File: config.mk
export PLATFORM = sky130hd
export DESIGN_NAME = wb_arbiter
export DESIGN_NICKNAME = d
export VERILOG_FILES = /design/src/rtl/wb_arbiter.sv
export SDC_FILE = /design/constraint.sdc
export NUM_CORES = 1
export LEC_CHECK = 0
export CELL_PAD_IN_SITES_DETAIL_PLACEMENT = 0
export CELL_PAD_IN_SITES_GLOBAL_PLACEMENT = 2
export CORE_UTILIZATION = 18
export DETAILED_ROUTE_END_ITERATION = 6
export GPL_ROUTABILITY_DRIVEN = 1
export HOLD_SLACK_MARGIN = 0.12
export PLACE_DENSITY_LB_ADDON = 0.1
export RECOVER_POWER = 25
export SYNTH_ARGS = -nofsm -noshare
export SYNTH_HDL_FRONTEND = slang
export SYNTH_SLANG_ARGS = --single-unit
File: constraint.sdc
create_clock -name clock -period 5.08 [get_ports clock]
set_input_delay 1.524 -clock clock [delete_from_list [all_inputs] [get_ports clock]]
set_output_delay 1.524 -clock clock [all_outputs]
set_load 0.01 [all_outputs]
File: src/rtl/wb_arbiter.sv
// wb_arbiter: multi-lane writeback arbiter with exception reporting and retire counter
//   clock/reset          : clock, asynchronous active-high reset
//   ch_*                 : per-lane valid/ready handshake, RF payload, PC and exception info
//   xcpt_ack             : handler acknowledge, releases the exception hold
//   req_to_RF_*          : registered RF write port (1-cycle latency)
//   xcpt_valid/type, rmPC/rmAddr : registered exception report, held until acked
//   retired_cnt          : clean retirements, wraps modulo 2^CNT_W
module wb_arbiter #(
    parameter int NUM_CH  = 3,
    parameter int DATA_W  = 32,
    parameter int ADDR_W  = 5,
    parameter int PC_W    = 32,
    parameter int XADDR_W = 32,
    parameter int CNT_W   = 32
) (
    input  logic                      clock,
    input  logic                      reset,
    input  logic [NUM_CH-1:0]         ch_valid,
    output logic [NUM_CH-1:0]         ch_ready,
    input  logic [NUM_CH-1:0]         ch_write_rf,
    input  logic [NUM_CH*ADDR_W-1:0]  ch_dest,
    input  logic [NUM_CH*DATA_W-1:0]  ch_data,
    input  logic [NUM_CH*PC_W-1:0]    ch_pc,
    input  logic [NUM_CH-1:0]         ch_xcpt_fetch,
    input  logic [NUM_CH-1:0]         ch_xcpt_decode,
    input  logic [NUM_CH-1:0]         ch_xcpt_cache,
    input  logic [NUM_CH*XADDR_W-1:0] ch_xcpt_addr,
    input  logic                      xcpt_ack,
    output logic                      req_to_RF_writeEn,
    output logic [ADDR_W-1:0]         req_to_RF_dest,
    output logic [DATA_W-1:0]         req_to_RF_data,
    output logic                      xcpt_valid,
    output logic [1:0]                xcpt_type,
    output logic [PC_W-1:0]           rmPC,
    output logic [XADDR_W-1:0]        rmAddr,
    output logic [CNT_W-1:0]          retired_cnt
);
    localparam int RW = $clog2(NUM_CH);
    localparam logic [0:0] RUN       = 1'b0;
    localparam logic [0:0] XCPT_HOLD = 1'b1;

    logic [0:0]         st_q, st_d;
    logic [RW-1:0]      rr_q, rr_d, gi;
    logic               we_q, we_d, xv_q, xv_d;
    logic [1:0]         xt_q, xt_d;
    logic [ADDR_W-1:0]  dest_q, dest_d;
    logic [DATA_W-1:0]  data_q, data_d;
    logic [PC_W-1:0]    pc_q, pc_d;
    logic [XADDR_W-1:0] addr_q, addr_d;
    logic [CNT_W-1:0]   cnt_q, cnt_d;
    logic [NUM_CH-1:0]  x;
    logic               run, xfer, ok, xg, ack;

    assign x = ch_valid & (ch_xcpt_fetch | ch_xcpt_decode | ch_xcpt_cache);

    // Descending scans leave the closest match in gi: the lowest excepting
    // lane when any exception is present, else the first valid lane from rr_q.
    always_comb begin
        gi = '0;
        for (int k = NUM_CH-1; k >= 0; k--)
            if (ch_valid[(int'(rr_q) + k) % NUM_CH]) gi = RW'((int'(rr_q) + k) % NUM_CH);
        if (|x)
            for (int i = NUM_CH-1; i >= 0; i--)
                if (x[i]) gi = RW'(i);
    end

    assign run      = st_q == RUN;
    assign xfer     = run & (|ch_valid);
    assign ok       = xfer & ~(|x);
    assign xg       = xfer & (|x);
    assign ack      = (st_q == XCPT_HOLD) & xcpt_ack;
    assign ch_ready = xfer ? NUM_CH'(1) << gi : '0;

    always_comb begin
        we_d   = ok & ch_write_rf[gi];
        dest_d = ok ? ch_dest[gi*ADDR_W +: ADDR_W] : dest_q;
        data_d = ok ? ch_data[gi*DATA_W +: DATA_W] : data_q;
        cnt_d  = cnt_q + CNT_W'(ok);
        rr_d   = ok ? (gi == RW'(NUM_CH-1) ? '0 : gi + 1'b1) : rr_q;
        st_d   = xg ? XCPT_HOLD : ack ? RUN : st_q;
        xv_d   = xg ? 1'b1 : ack ? 1'b0 : xv_q;
        xt_d   = xg ? (ch_xcpt_fetch[gi] ? 2'd1 : ch_xcpt_decode[gi] ? 2'd2 : 2'd3) : ack ? 2'd0 : xt_q;
        pc_d   = xg ? ch_pc[gi*PC_W +: PC_W] : pc_q;
        addr_d = xg ? ch_xcpt_addr[gi*XADDR_W +: XADDR_W] : addr_q;
    end

    always_ff @(posedge clock or posedge reset) begin
        if (reset) begin
            st_q   <= RUN;
            rr_q   <= '0;
            we_q   <= 1'b0;
            dest_q <= '0;
            data_q <= '0;
            cnt_q  <= '0;
            xv_q   <= 1'b0;
            xt_q   <= 2'd0;
            pc_q   <= '0;
            addr_q <= '0;
        end else begin
            st_q   <= st_d;
            rr_q   <= rr_d;
            we_q   <= we_d;
            dest_q <= dest_d;
            data_q <= data_d;
            cnt_q  <= cnt_d;
            xv_q   <= xv_d;
            xt_q   <= xt_d;
            pc_q   <= pc_d;
            addr_q <= addr_d;
        end
    end

    assign req_to_RF_writeEn = we_q;
    assign req_to_RF_dest    = dest_q;
    assign req_to_RF_data    = data_q;
    assign xcpt_valid        = xv_q;
    assign xcpt_type         = xt_q;
    assign rmPC              = pc_q;
    assign rmAddr            = addr_q;
    assign retired_cnt       = cnt_q;
endmodule
Word level (Yosys, flattened, before mapping) --
Cells that the tools add are included.
Cells by class: add/sub/neg operators 4, multiply operators 1, divide/modulo/power cells 3, magnitude comparators 4, eq/ne operators 1, shifts and indexed selects 5, muxes and demuxes 30, bitwise logic cells 10, reductions and logical operators 3
Operators by type and width (number):
- $shiftx 96x8->32 | 3
- $lt 32x4->1 const B | 3
- $mod 32x3->32 const B | 2
- $add 32x1->32 | 1
- $mod 3x3->32 const B | 1
- $mux 2 | 11
- $shiftx 15x6->5 | 1
- $bmux 1 s2 | 6
- $mux 1 | 12
- $or 3x3->3 | 2
- $reduce_or 3->1 | 2
- $and 1x1->1 | 5
- $mul 2x3->5 const B | 1
- $add 2x1->3 const B | 1
- $add 2x2->3 const B | 1
- $and 3x3->3 | 1
- $lt 2x3->1 const B | 1
- $mux 3 | 1
- $shl 1x2->3 const A | 1
- $add 2x1->2 const B | 1
- $eq 2x2->1 const B | 1
- $not 1->1 | 2
- $reduce_bool 2->1 | 1
Word-level totals: bits in registers 139, bits in latches 0, memory bits (writable) 0, bits in read-only memories 0, bits of input ports 321, memories kept 0

Longest topological paths before layout --
depth after elaboration 17, mapped depth 14, mapped depth without buffers 12

Least setup slack after synthesis --
Ideal clock, no wire load.
path type input to output, start in ch_xcpt_fetch[2], end out ch_ready[0], data arrival time 3099 ps, required time 3556 ps, setup slack 457 ps, stages 8, path buffers 2, cells stage by stage o31ai_1 -> inv_1 -> a21oi_1 -> clkbuf_1 -> nand2b_1 -> clkbuf_1 -> nand2_1 -> nor2_1
On the way: longest elaborated chain between the ends 9, elaborated cells on any way between the ends 10, those cells by class shift: 1; mux: 5; bitwise: 3; reduce/logical: 1
Ends and longest elaborated chain:
- start: declaration | line 24 | input logic [NUM_CH-1:0] ch_xcpt_fetch,
- $or 3x3->3 (*) (2 in series) | line 54 | assign x = ch_valid & (ch_xcpt_fetch | ch_xcpt_decode | ch_xcpt_cache);
- $and 3x3->3 (*) | line 54
- $mux 2 (3 in series) | line 64 | if (x[i]) gi = RW'(i);
- $mux 2 (*) | line 62 | if (|x)
- $shl 1x2->3 (*) | line 72 | assign ch_ready = xfer ? NUM_CH'(1) << gi : '0;
- $mux 3 (*) | line 72
- end: declaration | line 19 | output logic [NUM_CH-1:0] ch_ready,
Mark *: on every way between the ends. The rest lies on a longest branch, timed or not.

Final worst setup path --
start in ch_valid[2], end out ch_ready[2]
On the way: longest elaborated chain between the ends 12, elaborated cells on any way between the ends 22, those cells by class shift: 1; mux: 17; bitwise: 2; reduce/logical: 2
Ends and longest elaborated chain:
- start: declaration | line 18 | input logic [NUM_CH-1:0] ch_valid,
- $bmux 1 s2 | line 61 | if (ch_valid[(int'(rr_q) + k) % NUM_CH]) gi = RW'((int'(rr_q) + k) % NUM_CH);
- $mux 1 (implied by the code) (2 in series) | line 61
- $mux 2 (3 in series) | line 61
- $mux 2 (3 in series) | line 64
- $mux 2 | line 62
- $shl 1x2->3 | line 72
- $mux 3 (*) | line 72
Mark *: on every way between the ends. The rest lies on a longest branch, timed or not. The select of a mux whose other input is x is not followed.

==> results.toml <==
[floorplan]
dieHeight_um = 202
io_pins = 461
fp-row-count = 72
dieWidth_um = 202
dieArea_um2 = 40800
coreArea_um2 = 39000
initial_core_util_pct = 18.5

[setup_path]
worst-setup-path-type = "input port to primary output"
r2r_cells = 10
cp.required_ns = 3.56
crit_fanout = 4
worstReg2RegEnd = "rmPC[9]$_DFFE_PP0P_"
start_kind = "input port"
critPathLaunch = "ch_valid[2]"
reg2reg_slack_ns = 1.55
worstPathArrival_ns = 3.38
setup.worst_path.end_class = "primary output"
rr_startpoint = "rr_q[0]$_DFFE_PP0N_"

[yosys]
ys.flop_type = "dfrtp_1"
synth_edf_count = 0
synth_commonest_cells = "dfrtp_1, mux2i_1, a22oi_1"
synth_top_area_cell = "dfrtp_1"
ys_ff_latch = 139
yosysMostFrequentCell = "dfrtp_1"
ys_warn_count = 0
synth.avg_cell_area_um2 = 10.3
synth_nets = 1024
netlist_area_um2 = 7200
async_flop_share_pct = 100
syn_inst = 698
synth_top_area_share_pct = 48.3
ys_types = 45
synth_area_leaders = "dfrtp_1, mux2i_1, a22oi_1"
ys_seq_area_share_pct = 48.3

[placed_design]
dp_hpwl_um = 23500
gp_congestion = 0.721
dpl_worst_slack_ns = -0.276
port_buffers = 460

[run]
maxCapViolations = 1

[route]
drt_iter0_markers = 236
wl_met1_um = 12800
wl_per_cell_um = 19.1
drc = 0
top_layer_used = "met4"
wl_um = 32500
wl_met3_um = 2030
drtPass1Iterations = 4
ant_nets = 0
via_per_inst = 4.28
routed-wl-met2_um = 16900
num_vias = 7286

[status]
run_status = "finished, violations left"
violations = "max-capacitance violations, max-slew violations"

[sta]
maxSlewViolCount = 140
finalCritPeriodShare_pct = 96.6
skew_ns = 0.00903
worst_pin_slew_ns = 2.16
layout_min_cycle_time_ns = 4.91
rsz0062_at_grt = "no"
setup_slack_ns = 0.172
setup_violations = 0
max_clock_freq_mhz = 204
slew_headroom_pct = -43.9
hold_viol = 0

[global_route]
grt_pass1_wl_um = 48300
antenna_found_initial = 2
grt_max_degree = 140
grt_pass1_vias = 7745
grt_overflow_total = 0
grt.total_usage_pct = 15.7

[min_path]
whs_endpoint = "retired_cnt[13]$_DFF_PP0_"
holdPathStages = 1
min_path_type = "register to register"
min-delay-start = "retired_cnt[13]$_DFF_PP0_"

[pwr]
power_leakage_nw = 5.67
vdd_drop_max_uv = 236
finalPower_w = 0.00581
powerDensity_nw_per_um2 = 436

[cts]
clock_sinks = 139
clock_latency_ns = 0.44
cts_hold_buf = 0
clock-root-buffer = "clkbuf_16"
cts-buffers-inserted = 17
clk_pin_slew_ns = 0.06
h-tree-depth = 4
clockBufferDepth = 2
cts_tree = "built"

[layout]
area_delta_synth_final_pct = 84.9
final_nets = 1494
layout-drive-gt1-share_pct = 7.20
worst max path at each step:
stage | endpoint | slack (ns) | cells past startpoint
after global placement | ch_ready[2] | -0.24 | 8
after detailed placement | ch_ready[2] | -0.28 | 8
final | ch_ready[2] | 0.17 | 8
after CTS | ch_ready[2] | 0.04 | 9
after global routing | ch_ready[0] | 0.05 | 9
after floorplan | ch_ready[0] | 0.46 | 8
cell families after synthesis:
group	Yosys count	share of synthesized area (%)
muxes	101	14.1
buffers and inverters	61	3.74
xor gates and xnor gates	30	3.65
DFF	139	48.3
AOI/OAI and AO/OA	208	19.5
and+or+nand+nor	154	9.87
adders and majority gates	5	0.869
cells in the final DEF (no fill, tap or decap), drive strengths merged, types with 3 or more instances in the layout:
cell type / synthesis / routed
nand3: 44 / 44
xnor2: 19 / 19
clkdlybuf4s50: 0 / 455
nor2b: 4 / 4
buf: 21 / 41
clkbuf: 30 / 22
xor2: 11 / 11
dfrtp: 139 / 139
a211oi: 7 / 7
o211ai: 31 / 31
and3: 6 / 6
and4: 3 / 3
a22oi: 64 / 64
a21oi: 7 / 7
and2: 3 / 3
nand2: 60 / 60
nor3: 5 / 5
o21ai: 70 / 70
nand4: 6 / 6
bufinv: 0 / 6
a31oi: 13 / 13
o31ai: 4 / 4
clkinv: 0 / 4
nor2: 20 / 20
mux2i: 100 / 100
ha: 5 / 5
inv: 10 / 9
final cells by class:
class                           instances  area, um2
Fill cell                            4022      25700
Timing Repair Buffer                  502       4960
Multi-Input combinational cell        498       3510
Sequential cell                       139       3480
Tap cell                              518        648
Clock buffer                           21        460
Clock inverter                         11        215
Inverter                               10       41.3
Antenna cell                            2       5.00
sequential cells by signal, summed over array words and instances, names as in the netlist:
signal             cells
retired_cnt           32
req_to_RF_data        32
req_to_RF_writeEn      1
rmPC                  32
st_q                   1
req_to_RF_dest         5
rr_q                   2
xcpt_type              2
rmAddr                32
power breakdown:
part	internal, W	leakage (nW)	switching, W
clock	0.000948	0.327	0.000517
sequential	0.00153	1.77	0.000234
combinational	0.00142	3.58	0.00116
total	0.00390	5.67	0.00191
routing by layer:
layer	track usage [%]	vias up
li1	-	3530
met1	17.7	3500
met2	28.1	228
met3	4.63	28
met4	5.60	0
met5	0	-
timing repair:
| item | CTS | global route |
|---|---|---|
| gates resized for setup | 6 | 5 |
| buffers inserted | 1 | 0 |
| setup endpoints to repair | 3 | 2 |
| cloned | 0 | 0 |
| pin swaps | 1 | 1 |
worst max-delay path, cell delays in order:
cell             delay (ns)
clkdlybuf4s50_1        0.52
a21boi_1               0.22
o22ai_2                0.11
o311ai_4               0.35
buf_4                  0.18
and2_0                 0.15
nor3_1                 0.06
clkdlybuf4s15_2        0.25
per-stage QoR:
stage,setup TNS [ns],instances,utilization [%],hold slack [ns],instance area [um2]
floorplan,0,698,-,0.478,7200
global placement,-0.594,1666,32.4,0.459,12600
detailed placement,-0.654,1666,32.4,0.478,12600
CTS,0,1699,34.1,0.487,13300
global route,0,1700,34.1,0.504,13300
finish,0,1701,34.1,0.489,13300
Note: power is estimated with default switching activity, not from simulation.
